`src/rtl/operand_buffer.sv`:
```
// rtl/operand_buffer.sv - 4x4 operand store feeding one edge of the systolic array
module operand_buffer #(
    parameter int DATA_WIDTH = 8
) (
    input  logic                    clk,
    input  logic                    rst_n,
    input  logic [DATA_WIDTH-1:0]   data_in,
    input  logic                    write_enable,
    input  logic [1:0]              write_line,
    input  logic [1:0]              write_elem,
    input  logic                    clear,
    input  logic [3:0]              read_enable,
    input  logic [7:0]              read_elem,
    output logic [4*DATA_WIDTH-1:0] data_out,
    output logic [3:0]              valid_out,
    output logic [4:0]              loaded_count,
    output logic                    full
);

    logic [DATA_WIDTH-1:0] mem [4][4];
    logic [15:0]           loaded_mask;
    logic [15:0]           next_mask;
    logic [4:0]            next_count;

    // A write in a clear cycle survives for its own cell only.
    always_comb begin
        next_mask = clear ? 16'h0000 : loaded_mask;
        if (write_enable) begin
            next_mask[{write_line, write_elem}] = 1'b1;
        end
    end

    always_comb begin
        next_count = 5'd0;
        for (int k = 0; k < 16; k++) begin
            next_count = next_count + 5'(next_mask[k]);
        end
    end

    always_ff @(posedge clk) begin
        if (!rst_n) begin
            for (int l = 0; l < 4; l++) begin
                for (int e = 0; e < 4; e++) begin
                    mem[l][e] <= '0;
                end
            end
            loaded_mask  <= 16'h0000;
            loaded_count <= 5'd0;
            data_out     <= '0;
            valid_out    <= 4'b0000;
        end else begin
            for (int l = 0; l < 4; l++) begin
                for (int e = 0; e < 4; e++) begin
                    if (write_enable && write_line == 2'(l) && write_elem == 2'(e)) begin
                        mem[l][e] <= data_in;
                    end else if (clear) begin
                        mem[l][e] <= '0;
                    end
                end
            end
            loaded_mask  <= next_mask;
            loaded_count <= next_count;
            // Reads see pre-write, pre-clear contents; idle lanes drive zero.
            for (int i = 0; i < 4; i++) begin
                data_out[i*DATA_WIDTH +: DATA_WIDTH] <=
                    read_enable[i] ? mem[i][read_elem[2*i +: 2]] : '0;
            end
            valid_out <= read_enable;
        end
    end

    assign full = (loaded_count == 5'd16);

endmodule

```
`config.mk`:
```
export PLATFORM = sky130hd
export DESIGN_NAME = operand_buffer
export DESIGN_NICKNAME = d
export VERILOG_FILES = /design/src/rtl/operand_buffer.sv
export SDC_FILE = /design/constraint.sdc
export NUM_CORES = 1
export LEC_CHECK = 0
export ABC_AREA = 1
export ABC_CLOCK_PERIOD_IN_PS = 6750
export CORE_MARGIN = 8
export CORE_UTILIZATION = 47
export DETAILED_ROUTE_END_ITERATION = 8
export PLACE_DENSITY = 0.66
export SYNTH_ARGS = -nofsm -noshare
export SYNTH_HDL_FRONTEND = slang
export SYNTH_SLANG_ARGS = --single-unit
```
`constraint.sdc`:
```
create_clock -name clk -period 6.75 [get_ports clk]
set_clock_uncertainty 0.1 [all_clocks]
set_input_delay 2.025 -clock clk [delete_from_list [all_inputs] [get_ports clk]]
set_output_delay 2.025 -clock clk [all_outputs]
set_load 0.005 [all_outputs]
```
* Yosys cells after proc, flatten, opt, wreduce, memory -nomap -nowiden
Memory sizes are Yosys's and may differ from the RTL's. Cells that the tools add are included.
Word-level totals: flip-flop bits (word level) 57, bits in latches 0, memory bits (writable) 128, bits in read-only memories 0, output and inout bits 42, memories kept 1
Memory list:
- mem | words 4, width 32, read ports 4, clocked after memory_dff 0, wr ports 4, RTL line 20 | logic [DATA_WIDTH-1:0] mem [4][4];
Cells by class: add/subtract/negate cells 15, $mul 0, divide/modulo/power cells 0, magnitude comparators 6, equal/unequal tests 7, shifts and indexed selects 0, multiplexer cells 146, bitwise gates (word level) 37, reductions and logical operators 27
Operators by type and width (number):
- $mux W8 | 40
- $mux W1 | 99
- $bmux W8 S2 | 4
- $add A5 B1 Y5 | 11
- $mux W16 | 2
- $or A1 B1 Y1 | 32
- $logic_and A1 B1 Y1 | 21
- $or A16 B16 Y16 | 1
- $ge A3 B3 Y1 const B | 4
- $not A2 Y3 | 4
- $eq A2 B2 Y1 const B | 4
- $reduce_and A2 Y1 | 4
- $add A4 B1 Y5 | 1
- $eq A5 B5 Y1 const B | 1
- $lt A4 B5 Y1 const B | 1
- $add A3 B1 Y4 | 1
- $demux W1 S4 | 1
- $eq A2 B1 Y1 const B | 2
- $ge A4 B1 Y1 const B | 1
- $logic_not A2 Y1 | 2
- $add A2 B1 Y3 | 1
- $add A1 B1 Y2 | 1

* Logic depth before layout (Yosys ltp)
word-level depth 21, depth in mapped cells 19

* Worst setup path before layout
Ideal clock, no wire load.
path type input -> register, start input port write_elem[1], end register loaded_count[2], setup time 70 ps, arrival 5485 ps, path slack 1095 ps, cell stages on the path 19, path buffers 0, path through nor2_2 -> inv_1 -> nor2_1 -> inv_1 -> nand2_1 -> inv_1 -> fa_1 -> inv_1 -> fa_1 -> fa_1 -> inv_1 -> fa_1 -> inv_1 -> ha_1 -> inv_1 -> fa_1 -> inv_1 -> o21ai_0 -> a21oi_1
On the way: longest elaborated chain between the ends 21, elaborated cells on any way between the ends 22, those cells by class 15 x add/sub; 2 x order compare; 3 x mux; 1 x bitwise; 1 x reduce/logical
RTL lines:
- from (decl) | RTL line 10 | input logic [1:0] write_elem,
- $lt A4 B5 Y1 (implied by the code) or $ge A4 B1 Y1 (tied branches) | RTL line 29 | next_mask[{write_line, write_elem}] = 1'b1;
- $logic_and A1 B1 Y1 (implied by the code) | RTL line 29
- $mux W1 (implied by the code) | RTL line 29
- $demux W1 S4 (*) | RTL line 29
- $or A16 B16 Y16 (no line) (*)
- $mux W16 (*) | RTL line 28 | if (write_enable) begin
- $add A1 B1 Y2 | RTL line 36 | next_count = next_count + 5'(next_mask[k]);
- $add A2 B1 Y3 | RTL line 36
- $add A3 B1 Y4 | RTL line 36
- $add A4 B1 Y5 | RTL line 36
- $add A5 B1 Y5 (10 in series) | RTL line 36
- $add A5 B1 Y5 (*) | RTL line 36
- to (signal assigned) | RTL line 62 | loaded_count <= next_count;
- to (decl) | RTL line 16 | output logic [4:0] loaded_count,
Mark *: on every way between the ends. The rest lies on a longest branch, timed or not. A chain may end at the register's enable or synchronous reset.

* Worst setup path after layout
start input port clear, end register loaded_count[2]
On the way: longest elaborated chain between the ends 18
RTL lines:
- from (decl) | RTL line 11 | input logic clear,
- $mux W16 (*) | RTL line 27 | next_mask = clear ? 16'h0000 : loaded_mask;
- $or A16 B16 Y16 (no line)
- $mux W16 (*) | RTL line 28
- $add A1 B1 Y2 | RTL line 36
- $add A2 B1 Y3 | RTL line 36
- $add A3 B1 Y4 | RTL line 36
- $add A4 B1 Y5 | RTL line 36
- $add A5 B1 Y5 (10 in series) | RTL line 36
- $add A5 B1 Y5 (*) | RTL line 36
Marked as above.

==> metrics.csv <==
metric,value,unit
avgRoutedWirePerCell,16.1,um
clk_latency,0.43,ns
port_buffers,69,
diodes,0,
swShare,23.4,%
rsz0062_at_grt,false,
setup_viol,0,
critical_path.startpoint_type,primary input,
cp_cell_sequence,"clkdlybuf4s50_1, inv_1, nand2_1, nand2_1, inv_1, fa_1, inv_1, fa_1, fa_1, inv_1, fa_1, inv_1, ha_1, inv_1, fa_1, inv_1, o21ai_0, a21oi_1",
grt_pass1_wl,28000,um
power.density,269,nW/um2
async_flop_share,0,%
crit_top_cell,inv_1,
synth_top_family_by_area,simple AND/OR/NAND/NOR gates,
root_buffer,clkbuf_16,
tightest_slew,0.763,ns
ys_types,24,
synth_top_area_cell,edfxtp_1,
first_global_vias,5343,
synth_mux_area_share,0,%
post-cts-setup-buffers,0,
setup_ws,0.794,ns
p_int,1.90,mW
antenna_found_initial,0,
leakagePower,3.74,nW
initial_core_util,47.4,%
ys_warn_count,0,
rows,47,
cp_max_fo,17,
synth_most_common_cell,nor2_1,
crit_arrival,6.22,ns
period_needed,5.96,ns
cts_tree,built,
synth_ff_type,edfxtp_1,
power,2.49,mW
gr-total-overflow,0,
slew_headroom,49.1,%
grt_max_degree,31,
max-clock-path-buffers,2,
synth_seq_cells,185,
synth.top_cell.area_share,46.5,%
ir_drop,174,uV
pwr-share-comb,9.3,%
required,7.02,ns
postSynthAreaPerCell,9.65,um2
synth_fa_ha_area_share,3.39,%
pwr-share-seq,52.6,%
drt_iter0_markers,494,
dr.pass1.iters,5,
crit_slowest_cell,fa_1,
reg2reg_slack,3.02,ns
layout.nets,910,
hold_viol,0,
postRouteAntennaNets,0,
die_y,144,um
numCtsBuffers,17,
slew_violations,0,
cts_max_level,4,
viasPerCell,5.03,
power.switching,0.581,mW
synthSimpleGateAreaFrac,20.3,%
fillers,1473,
synth_area,7750,um2
die_x,144,um
clkPwrFrac,38.1,%
timing.setup.tns,0,ns
dp_slack,0.361,ns
ctsResizeCount,0,
period_share,88.2,%
die_area,20900,um2
path_clk_slew,0.07,ns
ys_seq_area_share,63.3,%
crit_type,in2reg,
hpwl,11800,um
synth_nets,846,
synthCells,803,
area_delta_synth_final,19.0,%
dr_total_vias,5528,
fp.coreArea,16300,um2
cts_sinks,185,
hold_buffers,0,
gp_congestion,0.821,
drc,0,
worst_path_largest_cell_delay,0.55,ns
synthTopCellsByCount,"268 x nor2_1, 120 x edfxtp_1, 80 x nand2_1",
drive_gt1_share,7.39,%
synth_compound_area_share,8.62,%
cap_viol_max_count,0,
ios,70,
netlist_top_cells_area,"edfxtp_1 46%, dfxtp_1 17%, nor2_1 13%",
crit_path_end_kind,register,
hold_path.class,reg2reg,
synth_edf_count,120,
max_freq,0.168,GHz
grt_usage,17.8,%
status,"complete, no violations",
finalWirelength,17700,um
hold_slack,0.364,ns
synth-xor-area-share,0,%
metal layers:
metal / track usage, % / up-vias / routed length, um
li1: - / 2743 / -
met1: 24.3 / 2585 / 8110
met2: 27.7 / 185 / 8160
met3: 3.93 / 15 / 1200
met4: 5.75 / 0 / 214
met5: 0 / - / 0
flip-flops by register name, summed over array words and instances (netlist names):
name,cells
data_out,32
loaded_count,5
loaded_mask,16
mem,128
valid_out,4
cell families after synthesis:
logic type,Yosys count
compound gates,132
fa+ha+maj,15
simple gates,381
buf+inv,90
flops,185
worst max-delay path: cells and delay by family:
family / cells / cell delay, ns
and+or+nand+nor: 2 / 0.17
AOI/OAI and AO/OA: 2 / 0.21
adders and majority gates: 6 / 2.54
buffers and inverters: 8 / 1.28
layout by cell type, fill, tap and decap left out, types with 10 or more instances in the layout:
cell,instances
nor2_1,268
edfxtp_1,120
nand2_1,80
o21ai_0,72
clkdlybuf4s50_1,69
dfxtp_1,65
a21oi_1,57
inv_1,55
clkbuf_16,19
nor2_2,11
fa_1,10
power by group through the flow:
stage                     sequential, mW  clock (mW)  combinational (mW)
final                               1.31       0.947               0.231
after global routing                1.32        1.00               0.258
after CTS                           1.31       0.957               0.233
after detailed placement            1.33           0               0.232
after global placement              1.33           0               0.230
after floorplan                     1.33           0               0.136
path summary, 6_finish.rpt:
path | start | cells after the start | end
max reg2reg | loaded_mask[0] | 16 | loaded_count[2]
min reg2reg | mem[2][25] | 2 | mem[2][25]
max | clear | 18 | loaded_count[2]
min | mem[2][25] | 2 | mem[2][25]
stage by stage:
stage | area [um2] | util, % | std cells
global placement | 8650 | 52.9 | 1068
CTS | 9220 | 56.4 | 1100
floorplan | 7750 | - | 803
detailed placement | 8650 | 52.9 | 1068
global route | 9220 | 56.4 | 1100
finish | 9220 | 56.4 | 1100
final cells by class:
class / instances / area, um2 / share of cell area [%]
Clock buffer: 23 / 510 / 5.53
Clock inverter: 9 / 62.6 / 0.678
Inverter: 59 / 221 / 2.40
Multi-Input combinational cell: 528 / 2510 / 27.2
Sequential cell: 185 / 4900 / 53.2
Tap cell: 220 / 275 / 2.98
Timing Repair Buffer: 76 / 743 / 8.06
Note: power is estimated with default switching activity, not from simulation.
